### src/rtl/riscv_mpsoc_trace_pkg.sv
// Shared constants for the multi-core trace monitor: magic instruction encodings,
// monitor FSM state encoding and a helper for the core-index width.
package riscv_mpsoc_trace_pkg;

   // addi x0,x0,1 marks program exit; addi x0,x0,4 emits r3[7:0] as a character
   localparam logic [31:0] INSN_EXIT = 32'h00100013;
   localparam logic [31:0] INSN_PUTC = 32'h00400013;

   typedef enum logic [1:0] {
      ST_RUN     = 2'd0,
      ST_DONE    = 2'd1,
      ST_TIMEOUT = 2'd2
   } trace_state_t;

   function automatic int core_idx_bits(input int n);
      return (n > 1) ? $clog2(n) : 1;
   endfunction

endpackage

### src/rtl/riscv_trace_putc_fifo.sv
// Small first-word-fall-through FIFO carrying {core, char} beats to the putc stream.
// Head entry is read combinationally so a pushed beat is visible the following cycle.
module riscv_trace_putc_fifo #(
   parameter int WIDTH = 10,
   parameter int DEPTH = 8
)(
   input  logic             clk,
   input  logic             rst,
   input  logic             push,
   input  logic [WIDTH-1:0] push_data,
   input  logic             pop,
   output logic [WIDTH-1:0] head_data,
   output logic             full,
   output logic             empty
);

   localparam int AW = $clog2(DEPTH);

   logic [WIDTH-1:0] mem [DEPTH];
   logic [AW:0]      wr_ptr_reg;
   logic [AW:0]      rd_ptr_reg;
   logic             do_push;
   logic             do_pop;

   assign empty   = (wr_ptr_reg == rd_ptr_reg);
   assign full    = (wr_ptr_reg[AW] != rd_ptr_reg[AW]) &&
                    (wr_ptr_reg[AW-1:0] == rd_ptr_reg[AW-1:0]);
   assign do_push = push & ~full;
   assign do_pop  = pop & ~empty;

   always_ff @(posedge clk) begin
      if (do_push) begin
         mem[wr_ptr_reg[AW-1:0]] <= push_data;
      end
   end

   always_ff @(posedge clk) begin
      if (rst) begin
         wr_ptr_reg <= '0;
         rd_ptr_reg <= '0;
      end else begin
         if (do_push) begin
            wr_ptr_reg <= wr_ptr_reg + 1'b1;
         end
         if (do_pop) begin
            rd_ptr_reg <= rd_ptr_reg + 1'b1;
         end
      end
   end

   // Storage is not reset, so hide stale contents while empty
   assign head_data = empty ? '0 : mem[rd_ptr_reg[AW-1:0]];

endmodule

### src/rtl/riscv_mpsoc_trace_monitor.sv
// Watches retire traces of NUM_CORES cores: shadows the terminal register, decodes exit/putc,
// merges putc characters round-robin into one stream. Define RISCV_TRACE_MON_TIMEOUT_EN for the watchdog.
module riscv_mpsoc_trace_monitor
   import riscv_mpsoc_trace_pkg::*;
#(
   parameter int NUM_CORES      = 16,
   parameter int XLEN           = 32,
   parameter int TERM_REG       = 3,
   parameter int FIFO_DEPTH     = 8,
   parameter int TIMEOUT_CYCLES = 1000000
)(
   input  logic                                 clk,
   input  logic                                 rst,
   input  logic [NUM_CORES-1:0]                 trace_valid,
   input  logic [NUM_CORES-1:0]                 trace_wben,
   input  logic [5*NUM_CORES-1:0]               trace_wbreg,
   input  logic [XLEN*NUM_CORES-1:0]            trace_wbdata,
   input  logic [32*NUM_CORES-1:0]              trace_insn,
   output logic                                 putc_valid,
   input  logic                                 putc_ready,
   output logic [7:0]                           putc_data,
   output logic [core_idx_bits(NUM_CORES)-1:0]  putc_core,
   output logic [NUM_CORES-1:0]                 termination,
   output logic                                 all_terminated,
   output logic                                 exit_fail,
   output logic                                 timeout,
   output logic                                 overflow,
   output logic [31:0]                          cycle_count
);

   localparam int          CORE_W   = core_idx_bits(NUM_CORES);
   localparam logic [4:0]  TERM_IDX = 5'(TERM_REG);

   logic [NUM_CORES-1:0]   hold_valid;
   logic [8*NUM_CORES-1:0] hold_data;
   logic [NUM_CORES-1:0]   grant;
   logic [NUM_CORES-1:0]   fail_hit;
   logic [NUM_CORES-1:0]   drop_hit;

   logic                   fifo_push;
   logic                   fifo_full;
   logic                   fifo_empty;
   logic [7:0]             push_char;
   logic [CORE_W-1:0]      push_core;
   logic [CORE_W+7:0]      head_entry;
   logic [CORE_W-1:0]      ptr_reg;
   logic [CORE_W-1:0]      ptr_next;

   trace_state_t           state_reg;
   trace_state_t           state_next;
   logic [31:0]            cycle_count_reg;
   logic                   exit_fail_reg;
   logic                   overflow_reg;

   // Per-core decode, register shadow, sticky termination and 1-entry putc hold
   for (genvar gi = 0; gi < NUM_CORES; gi++) begin : g_core
      logic [XLEN-1:0] r3_reg;
      logic            term_reg;
      logic            hold_valid_reg;
      logic [7:0]      hold_data_reg;
      logic [31:0]     insn;
      logic            active;
      logic            wb_hit;
      logic            exit_hit;
      logic            putc_hit;

      assign insn     = trace_insn[gi*32 +: 32];
      assign active   = trace_valid[gi] & ~term_reg;
      assign wb_hit   = active & trace_wben[gi] & (trace_wbreg[gi*5 +: 5] == TERM_IDX);
      assign exit_hit = active & (insn == INSN_EXIT);
      assign putc_hit = active & (insn == INSN_PUTC);

      // A full hold being drained this cycle frees its slot for the new character
      assign drop_hit[gi] = putc_hit & hold_valid_reg & ~grant[gi];
      assign fail_hit[gi] = exit_hit & (r3_reg != '0);

      always_ff @(posedge clk) begin
         if (rst) begin
            r3_reg         <= '0;
            term_reg       <= 1'b0;
            hold_valid_reg <= 1'b0;
            hold_data_reg  <= '0;
         end else begin
            if (wb_hit) begin
               r3_reg <= trace_wbdata[gi*XLEN +: XLEN];
            end
            if (exit_hit) begin
               term_reg <= 1'b1;
            end
            if (putc_hit && !drop_hit[gi]) begin
               hold_valid_reg <= 1'b1;
               hold_data_reg  <= r3_reg[7:0];
            end else if (grant[gi]) begin
               hold_valid_reg <= 1'b0;
            end
         end
      end

      assign hold_valid[gi]         = hold_valid_reg;
      assign hold_data[gi*8 +: 8]   = hold_data_reg;
      assign termination[gi]        = term_reg;
   end

   // Round-robin: first pass scans from the pointer upward, second pass wraps below it
   always_comb begin
      grant     = '0;
      fifo_push = 1'b0;
      push_char = '0;
      push_core = '0;
      ptr_next  = ptr_reg;
      if (!fifo_full) begin
         for (int p = 0; p < 2; p++) begin
            for (int j = 0; j < NUM_CORES; j++) begin
               if (!fifo_push && hold_valid[j] &&
                   ((p == 0) ? (j >= int'(ptr_reg)) : (j < int'(ptr_reg)))) begin
                  fifo_push = 1'b1;
                  grant[j]  = 1'b1;
                  push_char = hold_data[j*8 +: 8];
                  push_core = CORE_W'(j);
                  ptr_next  = (j == NUM_CORES - 1) ? '0 : CORE_W'(j + 1);
               end
            end
         end
      end
   end

   riscv_trace_putc_fifo #(
      .WIDTH (CORE_W + 8),
      .DEPTH (FIFO_DEPTH)
   ) u_fifo (
      .clk       (clk),
      .rst       (rst),
      .push      (fifo_push),
      .push_data ({push_core, push_char}),
      .pop       (putc_ready),
      .head_data (head_entry),
      .full      (fifo_full),
      .empty     (fifo_empty)
   );

   assign putc_valid = ~fifo_empty;
   assign putc_data  = head_entry[7:0];
   assign putc_core  = head_entry[CORE_W+7:8];

   always_ff @(posedge clk) begin
      if (rst) begin
         state_reg <= ST_RUN;
      end else begin
         state_reg <= state_next;
      end
   end

   always_comb begin
      state_next = state_reg;
      case (state_reg)
         ST_RUN: begin
            if ((&termination) && (hold_valid == '0) && fifo_empty) begin
               state_next = ST_DONE;
            end
`ifdef RISCV_TRACE_MON_TIMEOUT_EN
            else if (cycle_count_reg == 32'(TIMEOUT_CYCLES - 1)) begin
               state_next = ST_TIMEOUT;
            end
`endif
         end
         default: state_next = state_reg;
      endcase
   end

   // The count freezes on the cycle that leaves RUN, so it reports the last RUN index
   always_ff @(posedge clk) begin
      if (rst) begin
         ptr_reg         <= '0;
         cycle_count_reg <= '0;
         exit_fail_reg   <= 1'b0;
         overflow_reg    <= 1'b0;
      end else begin
         ptr_reg <= ptr_next;
         if (state_reg == ST_RUN && state_next == ST_RUN && cycle_count_reg != 32'hFFFF_FFFF) begin
            cycle_count_reg <= cycle_count_reg + 32'd1;
         end
         if (|fail_hit) begin
            exit_fail_reg <= 1'b1;
         end
         if (|drop_hit) begin
            overflow_reg <= 1'b1;
         end
      end
   end

   assign all_terminated = (state_reg == ST_DONE);
   assign exit_fail      = exit_fail_reg;
   assign overflow       = overflow_reg;
   assign cycle_count    = cycle_count_reg;

`ifdef RISCV_TRACE_MON_TIMEOUT_EN
   assign timeout = (state_reg == ST_TIMEOUT);
`else
   assign timeout = 1'b0;
`endif

endmodule

### config.mk
export PLATFORM = sky130hd
export DESIGN_NAME = riscv_mpsoc_trace_monitor
export DESIGN_NICKNAME = d
export VERILOG_FILES = /design/src/rtl/riscv_mpsoc_trace_pkg.sv /design/src/rtl/riscv_trace_putc_fifo.sv /design/src/rtl/riscv_mpsoc_trace_monitor.sv
export SDC_FILE = /design/constraint.sdc
export NUM_CORES = 2
export LEC_CHECK = 0
export CAP_MARGIN = 20
export CORE_AREA = 4 4 468 470
export DETAILED_ROUTE_END_ITERATION = 12
export DIE_AREA = 0 0 472 474
export PLACE_DENSITY = 0.35
export REMOVE_ABC_BUFFERS = 1
export SLEW_MARGIN = 20
export SYNTH_ARGS = -nofsm -noshare
export SYNTH_HDL_FRONTEND = slang
export SYNTH_SLANG_ARGS = --single-unit
### constraint.sdc
create_clock -name clk -period 5.1 [get_ports clk]
set_input_delay 1.02 -clock clk [delete_from_list [all_inputs] [get_ports clk]]
set_output_delay 1.02 -clock clk [all_outputs]
set_load 0.05 [all_outputs]
Word-level counts from Yosys, hierarchy flattened
Memory sizes are Yosys's and may differ from the RTL's. A register that Yosys moved wholly into a read port is not among the register bits.
Index checks and enable logic that the tools add are counted.
{ "word_totals": {"register_bits": 720, "ram_bits": 96, "memories": 1, "out_inout_bits": 65} }
{ "mem_list": {"columns": ["name", "words", "width", "rd", "rd_clocked_by_memory_dff", "write_ports", "line_no", "rtl"], "rows": [
  ["u_fifo.mem", 8, 12, 1, 1, 1, "riscv_trace_putc_fifo.sv:19", "logic [WIDTH-1:0] mem [DEPTH];"]
]} }
{ "classes": {"n_bitwise": 164, "n_lt_le_gt_ge": 30, "reduce_logical": 167, "n_mux": 226, "eq_ne": 53, "addsub": 3} }
{ "ops": {"columns": ["cell", "count"], "rows": [
  ["32-bit by 21-bit == test with 1-bit output, second input constant", 16],
  ["32-bit by 23-bit == test with 1-bit output, second input constant", 16],
  ["32-bit nonzero test", 16],
  ["8-bit 2-to-1 mux", 32],
  ["4-bit 2-to-1 mux", 61],
  ["1-bit bitwise AND", 130],
  ["1-bit 2-to-1 mux", 127],
  ["1-bit logical AND", 81],
  ["5-bit by 2-bit == test with 1-bit output, second input constant", 16],
  ["1-bit logical NOT", 46],
  ["1-bit inverter", 34],
  ["32-bit by 1-bit adder with 32-bit output, second input constant", 1],
  ["32-bit != test, second input constant", 1],
  ["2-bit nonzero test", 16],
  ["16-bit OR reduction", 2],
  ["31-bit nonzero test", 1],
  ["4-bit >= comparator, first input constant", 7],
  ["4-bit less-than comparator, first input constant", 7],
  ["3-bit by 4-bit >= comparator with 1-bit output, first input constant", 4],
  ["16-bit logical NOT", 1],
  ["3-bit by 4-bit less-than comparator with 1-bit output, first input constant", 4],
  ["16-bit 2-to-1 mux", 1],
  ["16-bit AND reduction", 1],
  ["12-bit 2-to-1 mux", 1],
  ["other kinds (13)", 21]
]} }

Depth between registers and ports, before layout
{ "logic_depth": {"depth_word": 158, "mapped_depth": 15} }

By module
Synthesis repeated with hierarchy kept, for this count alone.
{ "hier_totals": {"hier_cells": 3904, "hier_area_um2": 36314.8} }
{ "by_module_without_submodules": {"columns": ["module", "area_per_inst_um2", "cells_each", "n_inst", "seq_area_each_um2"], "rows": [
  ["riscv_mpsoc_trace_monitor", 31900.6, 3667, 1, 14253.7],
  ["riscv_trace_putc_fifo", 4414.2, 237, 1, 3103.0]
]} }

Worst setup path before layout
OpenSTA, ideal clock, no wires.
{ "synth_path": {"path_type": "flip-flop to flip-flop", "start": "register ptr_reg[0]", "end": "memory u_fifo.mem[0][0] (netlist name), enable pin", "path_buffers": 5, "slack_ns": 1.012, "required_time_ns": 4.683, "setup_time_ns": 0.417, "arrival_ns": 3.671, "stages_incl_launch_ff": 12, "path_cell_list": "dfxtp_1 > buf_2 > or3b_1 > a21o_1 > and4_1 > and3_1 > buf_4 > buf_2 > buf_2 > a31oi_2 > buf_2 > nor4b_1"} }
{ "synth_via": {"elab_chain_len": 156, "word_cells_on_any_way": 185, "classes_between": "order compare (30); mux (64); bitwise (1); reduce/logical (90)"} }
{ "synth_rtl": {"columns": ["item", "line_no", "rtl"], "rows": [
  ["start, declared", "riscv_mpsoc_trace_monitor.sv:46", "logic [CORE_W-1:0] ptr_reg;"],
  ["start signal, assigned", "riscv_mpsoc_trace_monitor.sv:178", "ptr_reg <= ptr_next;"],
  ["1-bit by 4-bit >= comparator with 1-bit output", null, null],
  ["1-bit logical AND", "riscv_mpsoc_trace_monitor.sv:114", "if (!fifo_push && hold_valid[j] &&"],
  ["1-bit 2-to-1 mux", "riscv_mpsoc_trace_monitor.sv:114", null],
  ["1-bit 2-to-1 mux", "riscv_mpsoc_trace_monitor.sv:111", "if (!fifo_full) begin"],
  ["1-bit logical NOT", "riscv_mpsoc_trace_monitor.sv:114", null],
  ["1-bit logical AND (2 in a row)", "riscv_mpsoc_trace_monitor.sv:114", null],
  ["1-bit 2-to-1 mux", "riscv_mpsoc_trace_monitor.sv:114", null],
  ["1-bit 2-to-1 mux", "riscv_mpsoc_trace_monitor.sv:111", null],
  ["[138 not listed]", null, null],
  ["1-bit 2-to-1 mux", "riscv_mpsoc_trace_monitor.sv:111", null],
  ["1-bit logical NOT", "riscv_mpsoc_trace_monitor.sv:114", null],
  ["1-bit logical AND (2 in a row)", "riscv_mpsoc_trace_monitor.sv:114", null],
  ["1-bit 2-to-1 mux (*)", "riscv_mpsoc_trace_monitor.sv:114", null],
  ["1-bit 2-to-1 mux (*)", "riscv_mpsoc_trace_monitor.sv:111", null],
  ["1-bit bitwise AND (*)", "riscv_trace_putc_fifo.sv:28", "assign do_push = push & ~full;"],
  ["1-bit 2-to-1 mux (*)", "riscv_trace_putc_fifo.sv:32", "if (do_push) begin"],
  ["1-bit 2-to-1 mux (implied by the code) (*)", "riscv_trace_putc_fifo.sv:33", "mem[wr_ptr_reg[AW-1:0]] <= push_data;"],
  ["end, declared", "riscv_trace_putc_fifo.sv:19", null]
]} }
Mark *: on every way between the ends. The rest lies on a longest branch, timed or not. The select of a mux whose other input is x is not followed.

Worst setup path after layout
{ "layout_path": {"start": "register ptr_reg[1]", "end": "memory u_fifo.mem[0][2] (netlist name), data pin"} }
{ "layout_via": {"elab_chain_len": 153, "word_cells_on_any_way": 212, "classes_between": "order compare (30); mux (92); reduce/logical (90)"} }
{ "layout_rtl": {"columns": ["item", "line_no", "rtl"], "rows": [
  ["1-bit by 4-bit >= comparator with 1-bit output", null, null],
  ["1-bit logical AND", "riscv_mpsoc_trace_monitor.sv:114", null],
  ["1-bit 2-to-1 mux", "riscv_mpsoc_trace_monitor.sv:114", null],
  ["1-bit 2-to-1 mux", "riscv_mpsoc_trace_monitor.sv:111", null],
  ["1-bit logical NOT", "riscv_mpsoc_trace_monitor.sv:114", null],
  ["1-bit logical AND (2 in a row)", "riscv_mpsoc_trace_monitor.sv:114", null],
  ["1-bit 2-to-1 mux", "riscv_mpsoc_trace_monitor.sv:114", null],
  ["1-bit 2-to-1 mux", "riscv_mpsoc_trace_monitor.sv:111", null],
  ["[135 not listed]", null, null],
  ["1-bit logical AND (2 in a row)", "riscv_mpsoc_trace_monitor.sv:114", null],
  ["1-bit 2-to-1 mux", "riscv_mpsoc_trace_monitor.sv:114", null],
  ["1-bit 2-to-1 mux", "riscv_mpsoc_trace_monitor.sv:111", null],
  ["1-bit logical NOT", "riscv_mpsoc_trace_monitor.sv:114", null],
  ["1-bit logical AND (2 in a row)", "riscv_mpsoc_trace_monitor.sv:114", null],
  ["8-bit 2-to-1 mux (*)", "riscv_mpsoc_trace_monitor.sv:114", null],
  ["8-bit 2-to-1 mux (*)", "riscv_mpsoc_trace_monitor.sv:111", null],
  ["named net push_char[2]", "riscv_mpsoc_trace_monitor.sv:43", "logic [7:0] push_char;"]
]} }
The timed path passes the listed nets; every way through them passes the cells marked *. The select of a mux whose other input is x is not followed.

==> results.yml <==
placed_design:
  dpl_cell_area_mm2: 0.0523
  gp_congestion: 0.977
  numPortBuffers: 1202
  hpwlAfterDp_um: 168000
detailed_routing:
  wl_per_cell_um: 25.7
  wl_um: 206000
  via_count: 34800
  via_per_inst: 4.34
  drt_first_pass_iters: 7
  drc: 0
  first_iter_violations: 2376
  ant_nets: 0
flow_run:
  drv_cap: 0
global_route:
  antenna_found_initial: 85
  grt_max_degree: 108
  overflow: 0
  grt_use_total_pct: 17.6
  grt_pass1_wl_um: 281000
  grt_pass1_vias: 35700
die:
  fp.dieH_um: 474
  rows: 170
  pin_count: 1204
  dieWidth_um: 472
  core_mm2: 0.214
  initial_core_util_pct: 16.8
  die_area_mm2: 0.224
cells_and_area:
  utilization_pct: 26.1
  largest_reg_flops: 512
  drive_gt1_share_pct: 8.40
  nets: 6206
  nFillCells: 23000
  synthToLayoutAreaGrowth_pct: 55.3
  final_area_mm2: 0.0559
critical_path:
  critPathCaptureType: "flip-flop"
  critPathBufInv: 5
  crit_top_cell: "buf_4"
  cp_top_family: "simple AND/OR/NAND/NOR gates"
  crit_path_top_delay_cell: "dfxtp_1"
  critPathKind: "flip-flop to flip-flop"
  startpoint_type: "flip-flop"
  worstPathCellList: "buf_4 -> buf_4 -> o21ai_1 -> and2_1 -> nor3_1 -> and3_1 -> buf_12 -> nand3_1 -> o221ai_1 -> nor4_1 -> a221oi_1 -> buf_4 -> o21ai_1 -> buf_4"
  worstPathMaxFanout: 23
  required_ns: 5.56
  slowest_delay_ns: 0.79
  worst_ep_arrival_time_ns: 4.82
yosys:
  ys_types: 89
  syn_area_mm2: 0.0360
  netlist_instances: 3789
  ys.flop_type: "dfxtp_1"
  synth_top_area_share_pct: 40.2
  ys_seq_elements: 819
  synth-edff-count: 96
  synth_warnings: 0
  yosysMostFrequentCell: "nor2_1"
  netlist.top_cell.by_area: "dfxtp_1"
  synthArstFlopShare_pct: 0
  yosys-top-cells-area: "dfxtp_1 40%, mux2i_1 16%, edfxtp_1 8.0%"
  synth_common_cells: "741 x nor2_1, 723 x dfxtp_1, 585 x mux2i_1"
  syn_avg_cell_area_um2: 9.50
  synth-seq-area-share_pct: 48.2
sta:
  relSlewSlack_pct: 31.6
  period_share_pct: 85.6
  hold_violations: 0
  fmaxAchievable_mhz: 229
  min_period_ns: 4.36
  fin_skew_ns: 0.0386
  final-setup-viol-count: 0
  maxSlewViolCount: 0
  rsz0062_at_grt: "false"
  tightest_slew_ns: 1.02
  tns_ns: 0
clock_network:
  cts.sinks: 819
  ctsHoldBuffers: 0
  postCtsSetupRepairBufs: 0
  path_clk_slew_ns: 0.06
  ctsResizeCount: 0
  cts_tree: "built"
  clock-root-buffer: "clkbuf_16"
  clock_latency_ns: 0.74
  ctsLongestPathBuffers: 3
  h-tree-depth: 3
  numCtsBuffers: 107
min_path:
  hp-class: "flip-flop to flip-flop"
power:
  powerDensity_mw_per_mm2: 277
  leakage_nw: 23.5
  ir_worst_vdd_mv: 0.261
run_status:
  status: "completed"
## power breakdown
| part | internal, mW | switching, mW | total (mW) |
|---|---|---|---|
| Sequential | 6.52 | 0.0154 | 6.54 |
| Clock | 4.55 | 3.14 | 7.70 |
| Combinational | 0.849 | 0.383 | 1.23 |
| Total | 11.9 | 3.54 | 15.5 |
## cells in the final DEF (no fill, tap or decap), types with 13 or more instances in the layout
cell type	count
nor4bb_1	18
dfxtp_1	722
xnor2_1	17
diode_2	28
clkbuf_1	28
mux2i_1	585
a31oi_1	20
clkinv_2	20
clkbuf_8	20
nand3_1	86
and3_1	23
buf_4	188
nor2_1	740
a21oi_1	142
and4_1	15
nor4_1	226
a22oi_1	18
mux4_2	24
inv_1	49
clkbuf_16	108
or3_1	14
o21ai_0	58
nand2_1	200
clkdlybuf4s50_1	1199
nor4b_1	42
xor2_1	16
a221oi_1	16
o22ai_1	14
nand4_1	107
edfxtp_1	96
and2_1	16
nor3_1	55
nand2b_1	14
o21ai_1	13
## cells by family (layout without fill, tap and decap cells)
| logic type | after synthesis | in the layout | share of synthesized area (%) |
|---|---|---|---|
| other | 1 | 29 | 0.0104 |
| buffers and inverters | 279 | 1645 | 3.26 |
| and+or+nand+nor | 1625 | 1625 | 22.1 |
| xor gates and xnor gates | 33 | 33 | 0.803 |
| adders and majority gates | 3 | 3 | 0.104 |
| DFF | 819 | 819 | 48.2 |
| muxes | 610 | 610 | 17.8 |
| AOI/OAI and AO/OA | 419 | 419 | 7.70 |
## layout make-up
cell class / count / area [um^2] / share of cell area (%)
multi-input cells: 2691 / 17600 / 31.5
flip-flops and latches: 819 / 17400 / 31.0
repair buffers: 1396 / 13600 / 24.3
well taps: 2838 / 3550 / 6.35
clock buffers: 156 / 3080 / 5.51
clock inverters: 44 / 508 / 0.908
inverters: 49 / 184 / 0.329
diodes: 28 / 70.1 / 0.125
## routing by layer
metal | vias to the layer above | track usage, % | wire length (um)
li1 | 16500 | - | -
met1 | 16500 | 20.9 | 83800
met5 | - | 0 | 438
met4 | 70 | 7.06 | 8210
met3 | 356 | 4.97 | 15100
met2 | 1379 | 30.0 | 98300
## path summary, 6_finish.rpt
kind | to | slack [ns] | startpoint | cells after the start
worst max-delay path | u_fifo.mem[0][2]$_DFFE_PP_ | 0.74 | ptr_reg[1]$_SDFFE_PP0P_ | 14
worst min-delay path | g_core[15].r3_reg[28]$_SDFFE_PP0P_ | 0.45 | g_core[15].r3_reg[28]$_SDFFE_PP0P_ | 2
worst max register to register | u_fifo.mem[0][2]$_DFFE_PP_ | 0.74 | ptr_reg[1]$_SDFFE_PP0P_ | 14
worst min register to register | g_core[15].r3_reg[28]$_SDFFE_PP0P_ | 0.45 | g_core[15].r3_reg[28]$_SDFFE_PP0P_ | 2
## tightest hold or removal path, cell delays in order (launching register included)
cell and delay, ns:
dfxtp_1 0.31, nand2_1 0.05, a21oi_1 0.05
## per-stage QoR
step | hold slack, ns | power [mW] | instances | setup WS [ns]
after floorplan | 0.430 | 6.80 | 3559 | 0.649
after global placement | 0.444 | 7.93 | 7791 | 0.429
after detailed placement | 0.447 | 7.93 | 7793 | 0.396
after CTS | 0.455 | 15.9 | 7993 | 0.757
after global routing | 0.472 | 16.2 | 8001 | 0.528
final | 0.453 | 15.5 | 8021 | 0.737
Power figures use the tool's default switching activity.
